## src/rtl/outport_rr_arbiter.sv

```systemverilog
// Round-robin output-port arbiter for the wormhole router: locks one input buffer per packet and forwards its flits.
// Optional OUTARB_PKT_CNT_EN adds a 16-bit count of forwarded packet tails on pkt_count.
module outport_rr_arbiter #(
   parameter int num_inports  = 5,
   parameter int flit_size    = 2,
   parameter int phit_size    = 16,
   parameter int log2_inports = 3
) (
   input  logic                                       clk,
   input  logic                                       reset,
   input  logic [num_inports-1:0]                     req,
   input  logic [num_inports*flit_size*phit_size-1:0] in_data,
   input  logic [num_inports-1:0]                     in_head,
   input  logic [num_inports-1:0]                     in_tail,
   input  logic                                       dn_stop,
   output logic [num_inports-1:0]                     want,
   output logic [flit_size*phit_size-1:0]             out_data,
   output logic                                       out_new,
   output logic                                       out_head,
   output logic                                       out_tail,
   output logic [log2_inports-1:0]                    grant_id,
`ifdef OUTARB_PKT_CNT_EN
   output logic [15:0]                                pkt_count,
`endif
   output logic                                       busy
);

   localparam int flit_w_c = flit_size * phit_size;
   localparam logic [log2_inports-1:0] idx_zero_c = {log2_inports{1'b0}};
   localparam logic [log2_inports-1:0] idx_one_c  = {{(log2_inports-1){1'b0}}, 1'b1};
   localparam logic [log2_inports-1:0] idx_last_c = log2_inports'(num_inports - 1);

   typedef enum logic {ARB = 1'b0, STREAM = 1'b1} state_t;

   state_t                  state_r;
   logic [log2_inports-1:0] rr_ptr_r;
   logic                    pop_d_r;
   logic                    hit_s;
   logic                    hit_hi_s;
   logic [log2_inports-1:0] win_lo_s;
   logic [log2_inports-1:0] win_hi_s;
   logic [log2_inports-1:0] winner_s;
   logic [log2_inports-1:0] next_ptr_s;
   logic [flit_w_c-1:0]     sel_data_s;
   logic                    sel_head_s;
   logic                    sel_tail_s;
   logic                    tail_seen_s;

   // Round-robin search: lowest request at or above rr_ptr, else lowest request overall (wrap).
   always_comb begin
      hit_s    = 1'b0;
      hit_hi_s = 1'b0;
      win_lo_s = idx_zero_c;
      win_hi_s = idx_zero_c;
      for (int k = num_inports - 1; k >= 0; k--) begin
         hit_s    = hit_s | req[k];
         win_lo_s = req[k] ? log2_inports'(k) : win_lo_s;
         hit_hi_s = hit_hi_s | (req[k] & (log2_inports'(k) >= rr_ptr_r));
         win_hi_s = (req[k] & (log2_inports'(k) >= rr_ptr_r)) ? log2_inports'(k) : win_hi_s;
      end
      winner_s   = hit_hi_s ? win_hi_s : win_lo_s;
      next_ptr_s = (winner_s == idx_last_c) ? idx_zero_c : (winner_s + idx_one_c);
   end

   // Select the locked input's buffer outputs.
   always_comb begin
      sel_data_s = {flit_w_c{1'b0}};
      sel_head_s = 1'b0;
      sel_tail_s = 1'b0;
      for (int k = 0; k < num_inports; k++) begin
         sel_data_s = (grant_id == log2_inports'(k)) ? in_data[k*flit_w_c +: flit_w_c] : sel_data_s;
         sel_head_s = (grant_id == log2_inports'(k)) ? in_head[k] : sel_head_s;
         sel_tail_s = (grant_id == log2_inports'(k)) ? in_tail[k] : sel_tail_s;
      end
      tail_seen_s = pop_d_r & sel_tail_s;
   end

   // Pop strobe for the locked input; suppressed once the tail has been seen so the next packet stays put.
   always_comb begin
      want = {num_inports{1'b0}};
      for (int k = 0; k < num_inports; k++) begin
         want[k] = ~reset & (state_r == STREAM) & (grant_id == log2_inports'(k)) &
                   req[k] & ~dn_stop & ~tail_seen_s;
      end
   end

   assign busy = (state_r == STREAM) & ~reset;

   // Lock FSM, pop delay and output flit register.
   always_ff @(posedge clk) begin
      if (reset) begin
         state_r  <= ARB;
         rr_ptr_r <= idx_zero_c;
         pop_d_r  <= 1'b0;
         grant_id <= idx_zero_c;
         out_data <= {flit_w_c{1'b0}};
         out_new  <= 1'b0;
         out_head <= 1'b0;
         out_tail <= 1'b0;
      end else begin
         pop_d_r <= |want;
         if (pop_d_r) begin
            out_data <= sel_data_s;
            out_head <= sel_head_s;
            out_tail <= sel_tail_s;
            out_new  <= 1'b1;
         end else begin
            out_new  <= 1'b0;
         end
         case (state_r)
            ARB: begin
               if (hit_s) begin
                  grant_id <= winner_s;
                  rr_ptr_r <= next_ptr_s;
                  state_r  <= STREAM;
               end else begin
                  state_r  <= ARB;
               end
            end
            STREAM: begin
               if (tail_seen_s) begin
                  state_r <= ARB;
               end else begin
                  state_r <= STREAM;
               end
            end
            default: state_r <= ARB;
         endcase
      end
   end

`ifdef OUTARB_PKT_CNT_EN
   // Count forwarded tails from the registered output flags; wraps naturally at 16 bits.
   always_ff @(posedge clk) begin
      if (reset) begin
         pkt_count <= 16'd0;
      end else if (out_new & out_tail) begin
         pkt_count <= pkt_count + 16'd1;
      end else begin
         pkt_count <= pkt_count;
      end
   end
`endif

endmodule

```

## config.mk

```make
export PLATFORM = sky130hd
export DESIGN_NAME = outport_rr_arbiter
export DESIGN_NICKNAME = d
export VERILOG_FILES = /design/src/rtl/outport_rr_arbiter.sv
export SDC_FILE = /design/constraint.sdc
export NUM_CORES = 1
export LEC_CHECK = 0
export CORE_MARGIN = 8
export CORE_UTILIZATION = 34
export DETAILED_ROUTE_END_ITERATION = 10
export PLACE_DENSITY_LB_ADDON = 0.3
export SLEW_MARGIN = 10
export SYNTH_ARGS = -nofsm -noshare
export SYNTH_HDL_FRONTEND = slang
export SYNTH_SLANG_ARGS = --single-unit
```

## constraint.sdc

```tcl
create_clock -name clk -period 2.2 [get_ports clk]
set_input_delay 0.44 -clock clk [delete_from_list [all_inputs] [get_ports clk]]
set_output_delay 0.44 -clock clk [all_outputs]
set_load 0.01 [all_outputs]
```

==> results.tsv <==
stage	metric	value	unit
outcome	status	complete, but fails checks	
outcome	failed_checks	setup timing	
place	postPlaceCellArea	5240	um2
place	io_buffer_count	221	
timing	fin_crit	2290	ps
synthesis	synthTopCellsByArea	dfxtp_1, mux4_2, a221oi_1	
synthesis	number_of_synthesis_warnings	0	
worst_setup_path	crit_start_category	primary input	
timing	worst-slew-pin-transition	505	ps
synthesis	synth_seq_area_share	0.300	
detailed_routing	drt-wirelength-per-cell	20.6	um
worst_setup_path	crit_path_top_delay_cell	mux4_2	
cts	clk_root_buffer_cell	clkbuf_8	
floorplanning	floorplan.initialDensity	0.349	
grt	met1_usage	0.220	
synthesis	syn-num-nets	449	
timing	fin_ws	-94.7	ps
worst_setup_path	cp-end-kind	primary output	
floorplanning	core_outline_area	8220	um2
floorplanning	placementRows	33	
place	dp_slack	-699	ps
synthesis	synth.ff_latch_count	43	
worst_setup_path	worst-endpoint-arrival	1850	ps
detailed_routing	first_iter_violations	117	
grt	grt.busiest_layer	met2	
timing	timing.slew.headroom	0.663	
synthesis	synthFlopType	dfxtp_1	
grt	use_met2	0.382	
synthesis	most_instantiated_library_cell_after_synthesis	dfxtp_1	
timing	setup_viol	4	
final_layout	stdcell_area	5360	um2
synthesis	synth_area	2870	um2
detailed_routing	drt_wl_total	12.3	mm
final_layout	filler_cell_count	656	
cts	clockBufferDepth	2	
run	max_cap_viols	0	
grt	grt_usage	0.204	
synthesis	post_synth_num_cell_types	45	
detailed_routing	vias	3245	
worst_setup_path	critical_path_required	1760	ps
final_layout	layout_area_overhead	86.7	%
cts	worst_skew_pair.late_latency	290	ps
grt	grt_start_max_net_pins	45	
cts	cts_tree	done	
cts	holdBufCountCts	0	
floorplanning	floorplan.die.width	108	um
worst_setup_path	crit_path_max_fanout	5	
detailed_routing	drc_errors	0	
timing	max_freq	436	MHz
cts	clk_transition_reported_paths	80	ps
hold_path	min_path_type	flop to flop	
timing	period_share	1.04	
timing	report.final.hold_viol_count	0	
power	leakagePower	1.93	nW
final_layout	antenna-diode-count	0	
final_layout	num-nets-final	674	
place	dp.final_hpwl	9.65	mm
floorplanning	die_h	108	um
synthesis	synth_top_cells_by_count	dfxtp_1, nor2_1, a221oi_1, mux4_2, nor3_1	
synthesis	async_reset_ff_frac	0	
floorplanning	design.die.area	11600	um2
cts	htree_depth	2	
floorplanning	io_pins	222	
power	power_density	458	nW/um2
grt	number_of_global_route_vias_before_repair	3583	
grt	global_route.overflow_total	0	
grt	antenna_found_initial	0	
place	dp.cells	591	
timing	final.setup_skew	6.16	ps
worst_setup_path	cpPeakStageDelay	480	ps
detailed_routing	drtAntennaViolNets	0	
timing	rsz_0062_raised_after_global_routing	yes	
synthesis	syn-mean-instance-area	10.7	um2
grt	wire_length_of_the_first_global_routing_pass	18.9	mm
synthesis	synth-edff-count	0	
synthesis	synthCells	269	
final_layout	post_layout_nonfiller_instances	600	
synthesis	synth_top_cell_area_share	0.300	
worst_setup_path	path_cells	dlygate4sd2_1 > mux4_2 > nand2_1 > and4bb_4 > nor4bb_4 > buf_2	
detailed_routing	route.detailed.vias_per_inst	5.41	
worst_setup_path	critPathKind	primary input to primary output	
power	power.ir.vdd_worst	0.415	mV
cts	clock_sink_count	43	
synthesis	library_cell_with_the_largest_summed_area_after_synthesis	dfxtp_1	
detailed_routing	drtPass1Iterations	4	
cts	numCtsBuffers	5	
grt	global_route.usage.met3	0.0671	
final_layout	post_route_cells_drive_above_1_share	0.180	
timing	timing_max_transition_violations_final	0	
place	finalWeightedCongestion	0.830	
[what timing repair did]
item | in CTS | in global routing
setup buffers | 0 | 1
setup endpoints to repair | 6 | 5
pin swaps | 2 | 2
resized for setup | 24 | 10
[cells by family after synthesis]
logic type / Yosys count / share of synthesized area
and+or+nand+nor: 93 / 0.171
adders and majority gates: 2 / 0.00871
DFF: 43 / 0.300
muxes: 35 / 0.277
AOI/OAI and AO/OA: 59 / 0.173
buffers and inverters: 37 / 0.0701
[critical path: cells and delay by family]
kind                   cells  cell delay [ps]
and+or+nand+nor            3              530
buffers and inverters      2              400
muxes                      1              480
[state kept, by name (all words and copies together), names as in the netlist]
register / cells
out_data: 32
grant_id: 3
pop_d_r: 1
rr_ptr_r: 3
out_head: 1
state_r: 1
out_tail: 1
out_new: 1
[per-layer routing]
metal  vias up  part of all wire
met3         9             0.083
met5         -                 0
met4         0            0.0084
met1      1578              0.37
li1       1540                 -
met2       118              0.53
[stage by stage]
stage               power (mW)  utilization  setup TNS [ps]  hold slack, ps
floorplan                 1.38            -               0             475
global route              2.59        0.653            -599             501
detailed placement        1.91        0.638           -3200             465
finish                    2.46        0.653            -269             478
global placement          1.88        0.638           -2930             462
CTS                       2.47        0.649            -460             479
[path summary, 6_finish.rpt]
kind,startpoint,end,slack [ps],cells after the start
worst min register to register,out_data[15],out_data[15],480,2
worst max-delay path,in_tail[3],want[0],-90,6
worst min-delay path,out_data[15],out_data[15],480,2
worst max register to register,rr_ptr_r[2],rr_ptr_r[2],90,8
[cell usage in the layout, fill, tap and decap left out, types with 3 or more instances in the layout]
cell type	netlist	routed
inv_1	6	6
nor2_1	40	40
dfxtp_1	43	40
a21oi_1	6	6
a221oi_1	34	33
buf_4	3	23
nor3_1	33	33
clkbuf_8	1	7
and4b_1	3	3
mux4_2	33	33
dlygate4sd2_1	0	4
dlymetal6s2s_1	0	3
nand2_1	4	4
buf_2	3	5
clkdlybuf4s50_1	0	208
[layout make-up]
| cell class | instances | area [um2] | area share |
|---|---|---|---|
| Clock inverter | 1 | 7.51 | 0.00140 |
| Clock buffer | 7 | 96.3 | 0.0180 |
| Tap cell | 105 | 131 | 0.0245 |
| Sequential cell | 43 | 867 | 0.162 |
| Timing Repair Buffer | 246 | 2400 | 0.447 |
| Inverter | 9 | 33.8 | 0.00630 |
| Multi-Input combinational cell | 189 | 1830 | 0.341 |
[power breakdown]
part	leakage [nW]	switching, mW	internal (mW)
registers	0.351	0.0325	0.826
clock network	0.0505	0.266	0.286
logic	1.53	0.389	0.656
No activity file was read; power rests on OpenSTA's default activity.
